File: src/rtl/riscv_defines.sv
// rtl/riscv_defines.sv - shared fetch-stage types and constants
// Contents: WORD_WIDTH, INSTR_MEM_SIZE (first invalid instruction address),
// fetch_state_t FSM encoding, and fetch_entry_t, the buffered {pc, data} pair.
package riscv_defines;

    localparam int WORD_WIDTH = 32;
    localparam logic [WORD_WIDTH-1:0] INSTR_MEM_SIZE = 32'h0000_0020;

    typedef enum logic [1:0] {
        IDLE  = 2'd0,
        FETCH = 2'd1,
        ERR   = 2'd2
    } fetch_state_t;

    typedef struct packed {
        logic [WORD_WIDTH-1:0] pc;
        logic [WORD_WIDTH-1:0] data;
    } fetch_entry_t;

endpackage

File: src/rtl/instr_fifo.sv
// rtl/instr_fifo.sv - synchronous instruction buffer with dominant flush
// Ports: clk, rst_n (async active-low), flush (clears all entries, wins over
// push/pop), push/push_data (write), pop (drop head), head_data/valid (head
// entry), count (number of stored entries). Push while full is accepted only
// together with a pop.
module instr_fifo #(
    parameter int DEPTH = 2,
    parameter int WIDTH = 64,
    localparam int CW = $clog2(DEPTH + 1)
) (
    input  logic             clk,
    input  logic             rst_n,
    input  logic             flush,
    input  logic             push,
    input  logic [WIDTH-1:0] push_data,
    input  logic             pop,
    output logic [WIDTH-1:0] head_data,
    output logic             valid,
    output logic [CW-1:0]    count
);

    localparam int AW = (DEPTH > 1) ? $clog2(DEPTH) : 1;

    logic [WIDTH-1:0] mem [DEPTH];
    logic [AW-1:0]    rd_ptr;
    logic [AW-1:0]    wr_ptr;
    logic             do_push;
    logic             do_pop;

    function automatic logic [AW-1:0] ptr_next(input logic [AW-1:0] p);
        return (p == AW'(DEPTH - 1)) ? '0 : p + 1'b1;
    endfunction

    assign valid     = (count != '0);
    assign do_pop    = pop && valid;
    assign do_push   = push && ((count != CW'(DEPTH)) || do_pop);
    assign head_data = mem[rd_ptr];

    always_ff @(posedge clk or negedge rst_n) begin
        if (!rst_n) begin
            rd_ptr <= '0;
            wr_ptr <= '0;
            count  <= '0;
        end else if (flush) begin
            rd_ptr <= '0;
            wr_ptr <= '0;
            count  <= '0;
        end else begin
            if (do_push) wr_ptr <= ptr_next(wr_ptr);
            if (do_pop)  rd_ptr <= ptr_next(rd_ptr);
            count <= count + CW'(do_push) - CW'(do_pop);
        end
    end

    always_ff @(posedge clk) begin
        if (do_push && !flush) mem[wr_ptr] <= push_data;
    end

endmodule

File: src/rtl/instr_fetch.sv
// rtl/instr_fetch.sv - instruction fetch unit with single-outstanding memory port
// Ports: clk, rst_n (async active-low); fetch_enable_i; memory side
// instr_req_o/instr_addr_o/instr_gnt_i/instr_rvalid_i/instr_rdata_i; decode side
// instr_valid_o/instr_rdata_o/instr_pc_o/instr_ready_i; branch_i/branch_addr_i
// redirect; fetch_err_o when the PC has run past INSTR_MEM_SIZE.
module instr_fetch
    import riscv_defines::*;
#(
    parameter logic [WORD_WIDTH-1:0] BOOT_ADDR  = 32'h0000_0000,
    parameter int                    FIFO_DEPTH = 2
) (
    input  logic                  clk,
    input  logic                  rst_n,
    input  logic                  fetch_enable_i,
    output logic                  instr_req_o,
    output logic [WORD_WIDTH-1:0] instr_addr_o,
    input  logic                  instr_gnt_i,
    input  logic                  instr_rvalid_i,
    input  logic [WORD_WIDTH-1:0] instr_rdata_i,
    output logic                  instr_valid_o,
    output logic [WORD_WIDTH-1:0] instr_rdata_o,
    output logic [WORD_WIDTH-1:0] instr_pc_o,
    input  logic                  instr_ready_i,
    input  logic                  branch_i,
    input  logic [WORD_WIDTH-1:0] branch_addr_i,
    output logic                  fetch_err_o
);

    localparam int CW = $clog2(FIFO_DEPTH + 1);

    fetch_state_t          state, next_state;
    logic [WORD_WIDTH-1:0] pc;
    logic [WORD_WIDTH-1:0] pending_pc;
    logic                  outstanding;
    logic                  discard;
    logic                  req_pending;
    logic [CW-1:0]         fifo_count;
    logic                  fifo_valid;
    fetch_entry_t          head;
    fetch_entry_t          push_entry;
    logic                  pop;
    logic                  push;
    logic                  grant;
    logic [CW:0]           occupancy;
    logic                  space;
    logic [WORD_WIDTH-1:0] branch_pc;
    logic                  unused_branch_bits;

    assign branch_pc          = {branch_addr_i[WORD_WIDTH-1:2], 2'b00};
    assign unused_branch_bits = ^branch_addr_i[1:0];

    assign pop   = fifo_valid && instr_ready_i;
    assign grant = instr_req_o && instr_gnt_i;
    // A late response for a request abandoned by a branch is swallowed here.
    assign push  = instr_rvalid_i && outstanding && !discard && !branch_i;

    // Slots already promised: stored entries plus the one in flight, minus
    // the head leaving this cycle.
    assign occupancy = {1'b0, fifo_count} + (CW + 1)'(outstanding) - (CW + 1)'(pop);
    assign space     = occupancy < (CW + 1)'(FIFO_DEPTH);

    // req_pending keeps an ungranted request alive even if fetch_enable_i
    // drops, so the request/address pair never retracts before its grant.
    always_comb begin
        instr_req_o = 1'b0;
        if (state == FETCH && !branch_i && (!outstanding || instr_rvalid_i) && space
            && (pc < INSTR_MEM_SIZE) && (fetch_enable_i || req_pending)) begin
            instr_req_o = 1'b1;
        end
    end

    always_comb begin
        next_state = state;
        case (state)
            IDLE: begin
                if (fetch_enable_i) next_state = FETCH;
            end
            FETCH: begin
                if (!branch_i) begin
                    if (pc >= INSTR_MEM_SIZE) begin
                        next_state = ERR;
                    end else if (!fetch_enable_i && !outstanding && !instr_req_o) begin
                        next_state = IDLE;
                    end
                end
            end
            ERR: begin
                if (branch_i && (branch_pc < INSTR_MEM_SIZE)) next_state = FETCH;
            end
            default: next_state = IDLE;
        endcase
    end

    always_ff @(posedge clk or negedge rst_n) begin
        if (!rst_n) begin
            state       <= IDLE;
            pc          <= {BOOT_ADDR[WORD_WIDTH-1:2], 2'b00};
            pending_pc  <= '0;
            outstanding <= 1'b0;
            discard     <= 1'b0;
            req_pending <= 1'b0;
        end else begin
            state       <= next_state;
            req_pending <= instr_req_o && !instr_gnt_i;

            if (branch_i)   pc <= branch_pc;
            else if (grant) pc <= pc + 32'd4;

            if (grant) pending_pc <= pc;

            if (grant)               outstanding <= 1'b1;
            else if (instr_rvalid_i) outstanding <= 1'b0;

            if (branch_i && outstanding && !instr_rvalid_i) discard <= 1'b1;
            else if (instr_rvalid_i && outstanding)         discard <= 1'b0;
        end
    end

    assign push_entry = '{pc: pending_pc, data: instr_rdata_i};

    instr_fifo #(
        .DEPTH (FIFO_DEPTH),
        .WIDTH ($bits(fetch_entry_t))
    ) u_fifo (
        .clk       (clk),
        .rst_n     (rst_n),
        .flush     (branch_i),
        .push      (push),
        .push_data (push_entry),
        .pop       (pop),
        .head_data (head),
        .valid     (fifo_valid),
        .count     (fifo_count)
    );

    assign instr_addr_o  = pc;
    assign instr_valid_o = fifo_valid;
    assign instr_rdata_o = fifo_valid ? head.data : '0;
    assign instr_pc_o    = fifo_valid ? head.pc : '0;
    assign fetch_err_o   = (state == ERR);

endmodule

File: config.mk
export PLATFORM = sky130hd
export DESIGN_NAME = instr_fetch
export DESIGN_NICKNAME = d
export VERILOG_FILES = /design/src/rtl/riscv_defines.sv /design/src/rtl/instr_fifo.sv /design/src/rtl/instr_fetch.sv
export SDC_FILE = /design/constraint.sdc
export NUM_CORES = 1
export LEC_CHECK = 0
export CAP_MARGIN = 10
export CORE_MARGIN = 1.5
export CORE_UTILIZATION = 54
export DETAILED_ROUTE_END_ITERATION = 12
export PLACE_DENSITY = 0.85
export SYNTH_ARGS = -nofsm -noshare
export SYNTH_HDL_FRONTEND = slang
export SYNTH_SLANG_ARGS = --single-unit
File: constraint.sdc
create_clock -name clk -period 7.4 [get_ports clk]
set_input_delay 0.74 -clock clk [delete_from_list [all_inputs] [get_ports clk]]
set_output_delay 0.74 -clock clk [all_outputs]
set_load 0.01 [all_outputs]
==> reports/results.tsv, run 1 <==
metric	value	unit
Worst R2R End	pending_pc[2]$_DFFE_PN0P_	
vias in the first global route	4588	
Max Buffers Root-to-Sink	2	
count leader, synth	edfxtp_1	
share of cells above drive strength 1	11.8	%
Top cell by count, worst path	inv_1	
Vias/cell	5.30	
CP max-delay cell	clkdlybuf4s50_1	
total leakage power	3.54	nW
final wirelength	14500	um
drt drc	0	
reg-to-reg startpoint	u_fifo.count[1]$_DFF_PN0_	
startpoint types	flip-flop	
ant diodes	0	
Hold Crit Class	in -> async	
nets	725	
Slew headroom	25.5	%
Hold Vio Cnt, Final	0	
status	finished clean	
Area Overhead vs Synth	31.2	%
Syn Area/Cell	15.6	um^2
RSZ-0062 raised after global routing	false	
f_max	201	MHz
register bit total from synthesis	193	
Die X	121	um
first-pass iteration count of the detailed router	4	
final period utilization	67.3	%
number of max-cap violations	0	
Final Wtd Congestion	0.774	
Worst EP required	6660	ps
wire length of the first global-routing pass	22900	um
CTS resizes	0	
Crit path largest cell delay	640	ps
Mapped Cells	482	
CP Capture Type	output pin	
port bufs	163	
CORE AREA	13400	um^2
VDD IR max	161	uV
initial core utilization	56.1	%
Crit Path Max Fanout	63	
Min Clock Period, post-route	4980	ps
Tot Pwr	2.43	mW
Synth area leaders	edfxtp_1, dfrtp_1, mux2i_1, mux2_2, nor2_1	
initial antenna violation count	0	
Synth Flop Type	edfxtp_1	
WS Path Type	reg -> out	
most frequent cells after synthesis	edfxtp_1, dfrtp_1, nor2_1	
Worst Skew	10.2	ps
CTS tree	built	
Worst-path clk slew	70	ps
clock sinks	193	
Antenna Nets Post-Route	0	
R2R Setup Slk	3040	ps
power density over the cells	247	nW/um^2
GRT Util Overall	20.7	%
CP endpoint	instr_req_o	
Boundary Pins	170	
Root Driver	clkbuf_16	
worst slew pin tran	1120	ps
ys async rst share	35.8	%
Yosys top cell area share	49.6	%
Setup TNS	0	ps
Slew Limit Fails	0	
Cell Area, Synth	7510	um^2
Rows	42	
crit-path cells	nor2_4 -> buf_4 -> inv_1 -> and2_1 -> ha_1 -> inv_1 -> nand2_1 -> fa_1 -> nor2b_1 -> o2111ai_1 -> nor4_1 -> clkdlybuf4s50_1	
Post-CTS Setup Bufs	0	
DRT iter0 DRCs	282	
Die ar.	14600	um^2
Final HPWL DP	9050	um
Reg2Reg Depth	13	
CTS Buf Count	17	
Arrival @ worst endpoint	4240	ps
dominant cell type by area after synthesis	edfxtp_1	
Crit. Startpoint	u_fifo.count[1]$_DFF_PN0_	
H-tree levels	4	
final setup fails	0	
die height	121	um
YS warnings	0	
Distinct cells, synth	40	
via count	4439	
# hold bufs at CTS	0	
clk_lat worst skew	420	ps
largest net degree at the start of global routing	70	
register area share after synthesis	72.6	%
number of enable flip-flop cells after synthesis	124	
WL/cell	17.3	um
grt total ovfl	0	
## final cells by class
class | count | area, um^2
clock buffers | 18 | 429
flip-flops and latches | 193 | 5450
repair buffers | 169 | 1670
well taps | 176 | 220
fillers | 867 | 3540
clock inverters | 14 | 116
inverters | 6 | 22.5
multi-input cells | 261 | 1940
## critical path: cells and delay by family (launching register included)
family,cells,cell delay (ps)
AOI/OAI and AO/OA,1,260
adders and majority gates,2,770
buffers and inverters,4,1370
DFF,1,480
and+or+nand+nor,5,970
## cell usage in the layout, fill, tap and decap left out, types with 2 or more instances in the layout
| cell type | instances |
|---|---|
| mux2i_1 | 64 |
| nor2b_1 | 31 |
| nand2b_1 | 2 |
| nor4_1 | 10 |
| xnor2_1 | 5 |
| inv_8 | 2 |
| inv_1 | 6 |
| conb_1 | 4 |
| clkinv_2 | 2 |
| clkbuf_16 | 17 |
| nand3_1 | 3 |
| nor4_2 | 4 |
| o21ai_0 | 4 |
| buf_4 | 7 |
| ha_1 | 5 |
| clkdlybuf4s50_1 | 162 |
| edfxtp_1 | 124 |
| nand2_1 | 9 |
| dfrtp_1 | 68 |
| a21oi_1 | 3 |
| mux2_2 | 28 |
| inv_6 | 7 |
| nor2_1 | 68 |
## cell families after synthesis
family,synth area share [%]
compound gates,1.02
xor+xnor,0.700
fa+ha+maj,1.10
buf+inv,2.00
flops,72.6
mux,12.9
other cells,0.0499
simple gates,9.71
## layer usage
| layer | vias up | GRT usage, % | share of wire, % |
|---|---|---|---|
| met1 | 2166 | 26.0 | 41 |
| li1 | 2062 | - | - |
| met3 | 20 | 6.20 | 8.1 |
| met5 | - | 0 | 0 |
| met2 | 191 | 34.3 | 49 |
| met4 | 0 | 7.35 | 1.5 |
## where the power goes
group / internal, mW / leakage, nW / total (mW) / switching, mW
registers: 1.17 / 2.02 / 1.22 / 0.0559
clock network: 0.442 / 0.271 / 0.845 / 0.404
logic: 0.206 / 1.25 / 0.364 / 0.158
## sequential cells by signal, summed over array words and instances (netlist names)
name           cells
discard            1
instr_addr_o      30
outstanding        1
pending_pc        30
req_pending        1
state              2
u_fifo.count       2
u_fifo.mem       124
u_fifo.rd_ptr      1
u_fifo.wr_ptr      1
## how the worst min path moves through the flow
stage | from | to | slack, ps
floorplan | pending_pc[5]$_DFFE_PN0P_ | u_fifo.mem[0][37]$_DFFE_PP_ | 430
global placement | pending_pc[21]$_DFFE_PN0P_ | u_fifo.mem[1][53]$_DFFE_PP_ | 450
detailed placement | pending_pc[9]$_DFFE_PN0P_ | u_fifo.mem[1][41]$_DFFE_PP_ | 450
CTS | rst_n | instr_addr_o[22]$_DFFE_PN0P_ | 460
global route | rst_n | instr_addr_o[22]$_DFFE_PN0P_ | 480
finish | rst_n | instr_addr_o[18]$_DFFE_PN0P_ | 420
## stage by stage
step | hold slack, ps | instance area, um^2 | setup WS, ps | std cells | utilization [%]
final | 422 | 9860 | 2420 | 837 | 73.5
after global routing | 478 | 9860 | 2030 | 837 | 73.5
after CTS | 458 | 9860 | 2340 | 837 | 73.5
after detailed placement | 451 | 9310 | 2810 | 805 | 69.5
after global placement | 446 | 9310 | 2900 | 805 | 69.5
after floorplan | 434 | 7520 | 2560 | 485 | -
(Power assumes the default switching activity.)
==> inputs of run 2 (changes only) <==
CORE_UTILIZATION = 50   (was 54)
PLACE_DENSITY = 0.8   (was 0.85)
clock period = 5 ns   (was 7.4 ns; I/O delays follow)
==> run 2 against run 1 <==
Cell area increased by 0.70%. Worst hold slack got worse by 230 ps. Register-to-register slack got worse by 1700 ps. Non-clock buffer count is the same. Critical endpoint unchanged.
==> reports/results.tsv, run 2 (same netlist as run 1, synthesis figures left out) <==
metric	value	unit	change
status	finished clean		
Arrival @ worst endpoint	3580	ps	-660 ps
startpoint types	flip-flop		
drt drc	0		unchanged
first-pass iteration count of the detailed router	5		+1
Final HPWL DP	9200	um	+1.6%
WL/cell	16.8	um	-2.4%
initial antenna violation count	0		unchanged
Fin Hold WS	189	ps	-233 ps
Top cell by count, worst path	inv_1		
share of power burned in registers	48.6	%	-1.7 points
share of cells above drive strength 1	11.8	%	unchanged
Antenna Nets Post-Route	0		unchanged
final period utilization	81.6	%	
ant diodes	0		unchanged
Area Overhead vs Synth	32.1	%	
Crit Path Max Fanout	5		-92%
Util after Layout	68.0	%	-5.5 points
Worst EP required	4500	ps	-2160 ps
DRT iter0 DRCs	265		-6.0%
die height	126	um	+3.8%
Rows	44		+4.8%
Boundary Pins	170		unchanged
H-tree levels	4		unchanged
number of max-cap violations	0		unchanged
clock share of power	37.0	%	+2.2 points
most common library cell in the layout ignoring fill and taps	clkdlybuf4s50_1		
CTS resizes	0		unchanged
final instance area	9920	um^2	+0.70%
Worst Skew	12.7	ps	+2.47 ps
Tot Pwr	3.72	mW	+53%
CTS Buf Count	17		unchanged
switching power share of the total	24.0	%	-1.3 points
Max Buffers Root-to-Sink	2		unchanged
CP delay by family, top	simple AND/OR/NAND/NOR gates		
Worst-path clk slew	70	ps	about the same
Setup TNS	0	ps	unchanged
f_max	245	MHz	
wire length of the first global-routing pass	22500	um	-1.6%
Slew Limit Fails	0		unchanged
Slew headroom	25.0	%	-0.50 points
Comb pwr share	14.3	%	-0.6 points
final setup fails	0		unchanged
crit-path cells	nor2_4 -> inv_1 -> and2_1 -> ha_1 -> inv_1 -> nand2_1 -> fa_1 -> nor2b_1 -> o2111ai_1 -> nor4_1 -> clkdlybuf4s50_1		
Hold Crit Class	in -> async		
Post-CTS Setup Bufs	0		unchanged
CP max-delay cell	clkdlybuf4s50_1		
initial core utilization	51.5	%	-4.6 points
total leakage power	3.56	nW	+0.49%
RSZ-0062 raised after global routing	false		
Sw Pwr	895	uW	+45%
clk_lat worst skew	420	ps	about the same
DP Area	9320	um^2	+0.11%
register bank with the most flops	u_fifo.mem		
commonest cells after routing, fill and taps aside	clkdlybuf4s50_1, edfxtp_1, nor2_1, dfrtp_1, mux2i_1		
power density over the cells	375	nW/um^2	+52%
WS Path Type	reg -> out		
port bufs	163		unchanged
VDD IR max	241	uV	+50%
Die ar.	15800	um^2	+7.8%
Vias/cell	5.18		-2.4%
largest net degree at the start of global routing	70		unchanged
CTS tree	built		
nets	725		unchanged
Buf/Inv on CP	3		-1
worst slew pin tran	1120	ps	+7.54 ps
Crit path largest cell delay	640	ps	about the same
grt total ovfl	0		unchanged
vias in the first global route	4497		-2.0%
Root Driver	clkbuf_16		
Min Clock Period, post-route	4080	ps	
Final Wtd Congestion	0.743		-4.0%
GRT Util Overall	18.4	%	-2.3 points
max reg flops	124		unchanged
Pint	2.83	mW	+56%
Hold Vio Cnt, Final	0		unchanged
CP Capture Type	output pin		
Die X	126	um	+3.8%
clock sinks	193		unchanged
CORE AREA	14600	um^2	+8.9%
# hold bufs at CTS	0		unchanged
via count	4376		-1.4%
final wirelength	14200	um	-1.5%
## run 2: cell count changes in the layout (fill, tap and decap cells not counted)
| cell | delta |
|---|---|
| inv_4 | -1 |
| clkinv_4 | -1 |
| inv_6 | -1 |
| bufinv_16 | +3 |
| clkinvlp_4 | +2 |
| inv_8 | -2 |
## run 2: cell type report
cell class | count | area, um^2
sequential | 193 | 5450
fill | 1008 | 4660
multi-input combinational | 261 | 1940
timing repair buffer | 169 | 1670
clock buffer | 18 | 429
tap | 184 | 230
clock inverter | 14 | 175
inverter | 6 | 22.5
## run 2: layer usage
layer,global-route usage [%],wire length (um),vias to the layer above
li1,-,-,2061
met1,23.7,6200,2134
met2,29.5,6780,164
met3,6.08,1090,17
met4,6.42,166,0
met5,0,0,-
## run 2: power by group through the flow
stage / Combinational (mW) / Clock [mW] / Sequential (mW)
floorplan: 0.292 / 0 / 1.80
global placement: 0.530 / 0 / 1.84
detailed placement: 0.540 / 0 / 1.84
CTS: 0.543 / 1.40 / 1.81
global route: 0.579 / 1.48 / 1.82
finish: 0.534 / 1.38 / 1.81
## run 2: path summary, 6_finish.rpt
kind	start	endpoint	slack (ps)	depth (start not counted)
worst max register to register	u_fifo.count[1]$_DFF_PN0_	pending_pc[8]$_DFFE_PN0P_	1390	12
worst min-delay path	rst_n	instr_addr_o[26]$_DFFE_PN0P_	190	1
min in group clk	pending_pc[4]$_DFFE_PN0P_	u_fifo.mem[1][36]$_DFFE_PP_	460	0
worst max-delay path	u_fifo.count[1]$_DFF_PN0_	instr_req_o	920	11
max in group asynchronous	rst_n	u_fifo.rd_ptr$_DFFE_PN0P_	4130	1
worst min register to register	pending_pc[4]$_DFFE_PN0P_	u_fifo.mem[1][36]$_DFFE_PP_	460	0
## run 2: stage by stage
step           instances  setup WS (ps)
6_report             845            921
5_1_grt              845            674
2_1_floorplan        485            398
3_3_place_gp         813           1100
3_5_place_dp         813           1060
4_1_cts              845            862
==> inputs of run 3 (changes only) <==
CORE_UTILIZATION = 45   (was 50)
PLACE_DENSITY = 0.76   (was 0.8)
clock period = 3.4 ns   (was 5 ns; I/O delays follow)
==> run 3 against run 2 <==
Critical path depth stayed put. Critical endpoint unchanged. Combinational power rose by 58%. Critical path type unchanged. Clock-buffer cell count is 3 higher. Cell area rose by 1.0%.
==> reports/results.tsv, run 3 (same netlist as run 1, synthesis figures left out) <==
metric	value	unit	change
status	finished clean		
clk_lat worst skew	420	ps	about the same
Arrival @ worst endpoint	2870	ps	-710 ps
power density over the cells	538	nW/um^2	+43%
drt drc	0		unchanged
worst slew pin tran	902	ps	-223 ps
first-pass iteration count of the detailed router	4		-1
port bufs	163		unchanged
Fin Hold WS	55.5	ps	-133 ps
die height	132	um	+5.3%
CP delay by family, top	simple AND/OR/NAND/NOR gates		
final setup fails	0		unchanged
H-tree levels	4		unchanged
Root Driver	clkbuf_16		
Boundary Pins	170		unchanged
Worst EP required	3060	ps	-1440 ps
CP Capture Type	output pin		
Hold Vio Cnt, Final	0		unchanged
WS Path Type	reg -> out		
CP max-delay cell	fa_1		
Die ar.	17500	um^2	+11%
Worst Skew	8.82	ps	-3.90 ps
Max Buffers Root-to-Sink	2		unchanged
commonest cells after routing, fill and taps aside	clkdlybuf4s50_1, edfxtp_1, nor2_1, dfrtp_1, mux2i_1		
CTS Buf Count	17		unchanged
initial core utilization	45.6	%	-5.9 points
Worst-path clk slew	70	ps	about the same
Slew headroom	39.9	%	+15 points
initial antenna violation count	0		unchanged
Slew Limit Fails	0		unchanged
max reg flops	124		unchanged
Rows	47		+6.8%
Vias/cell	4.99		-3.7%
Crit path largest cell delay	500	ps	-140 ps
Sequential Area	5450	um^2	unchanged
number of max-cap violations	0		unchanged
Crit Path Max Fanout	2		-3
Area Overhead vs Synth	33.5	%	
Min Clock Period, post-route	3210	ps	
Comb pwr share	15.6	%	+1.3 points
Sw Pwr	1.30	mW	+46%
startpoint types	flip-flop		
total leakage power	3.61	nW	+1.4%
clock sinks	193		unchanged
Pint	4.09	mW	+45%
register bank with the most flops	u_fifo.mem		
Final Wtd Congestion	0.812		+9.3%
switching power share of the total	24.1	%	+0.10 points
most common library cell in the layout ignoring fill and taps	clkdlybuf4s50_1		
clock share of power	35.6	%	-1.4 points
via count	4452		+1.7%
fill count	1242		+23%
largest net degree at the start of global routing	70		unchanged
CORE AREA	16500	um^2	+13%
Buf/Inv on CP	3		unchanged
Top cell by count, worst path	inv_1		
Setup TNS	0	ps	unchanged
CTS tree	built		
final wirelength	14900	um	+4.5%
GRT Util Overall	17.7	%	-0.76 points
area occupied by multi-input gates	1950	um^2	+0.32%
grt total ovfl	0		unchanged
Antenna Nets Post-Route	0		unchanged
Hold Crit Class	in -> async		
f_max	311	MHz	
wire length of the first global-routing pass	23800	um	+5.8%
Final HPWL DP	9560	um	+4.0%
WL/cell	16.7	um	-1.1%
RSZ-0062 raised after global routing	false		
ant diodes	0		unchanged
crit-path cells	nor2_4 -> inv_1 -> and2_1 -> ha_1 -> inv_1 -> nand2_1 -> fa_1 -> nor2b_1 -> o2111ai_1 -> nor4_2 -> clkbuf_2		
nets	737		+1.7%
VDD IR max	344	uV	+42%
vias in the first global route	4663		+3.7%
final period utilization	94.4	%	
share of power burned in registers	48.8	%	+0.2 points
Die X	132	um	+5.3%
share of cells above drive strength 1	13.2	%	+1.4 points
DRT iter0 DRCs	225		-15%
[run 3: timing repair]
action	CTS	global route
hold buffers	0	0
setup buffers	0	1
gates resized for setup	2	3
setup endpoints to repair	1	1
pin swaps	0	1
[run 3: layout make-up]
cell class,instances,area share [%]
Clock buffer,21,4.39
Clock inverter,11,1.31
Inverter,6,0.225
Multi-Input combinational cell,261,19.4
Sequential cell,193,54.4
Tap cell,220,2.74
Timing Repair Buffer,181,17.5
[run 3: worst paths after layout]
kind | startpoint | endpoint | slack, ps | cells after the start
worst max-delay path | u_fifo.count[1]$_DFF_PN0_ | instr_req_o | 190 | 11
worst min-delay path | rst_n | instr_addr_o[28]$_DFFE_PN0P_ | 60 | 1
worst max register to register | u_fifo.count[1]$_DFF_PN0_ | pending_pc[3]$_DFFE_PN0P_ | 420 | 13
worst min register to register | pending_pc[12]$_DFFE_PN0P_ | u_fifo.mem[0][44]$_DFFE_PP_ | 460 | 0
max in group asynchronous | rst_n | u_fifo.rd_ptr$_DFFE_PN0P_ | 2670 | 1
min in group clk | pending_pc[12]$_DFFE_PN0P_ | u_fifo.mem[0][44]$_DFFE_PP_ | 460 | 0
[run 3: metrics by stage]
step	power, mW	utilization (%)	instance area, um^2	instances	setup slack, ps
finish	5.40	60.9	10000	893	189
CTS	5.46	60.9	10000	892	114
global placement	3.51	57.4	9450	860	66.4
detailed placement	3.53	57.4	9450	860	10.5
global route	5.62	60.9	10000	893	1.54
floorplan	3.08	-	7530	485	108
[run 3: power by group through the flow]
stage	Combinational (mW)	Sequential [mW]	Clock, mW
detailed placement	0.848	2.68	0
CTS	0.855	2.63	1.97
global placement	0.832	2.67	0
floorplan	0.429	2.65	0
finish	0.844	2.63	1.92
global route	0.918	2.64	2.07
[run 3: routing by layer]
metal	GRT usage [%]	part of all wire, %	vias up
met5	0	0	-
met1	21.6	43	2194
met2	29.9	49	163
met3	6.27	7.6	9
met4	4.76	0.65	0
li1	-	-	2086
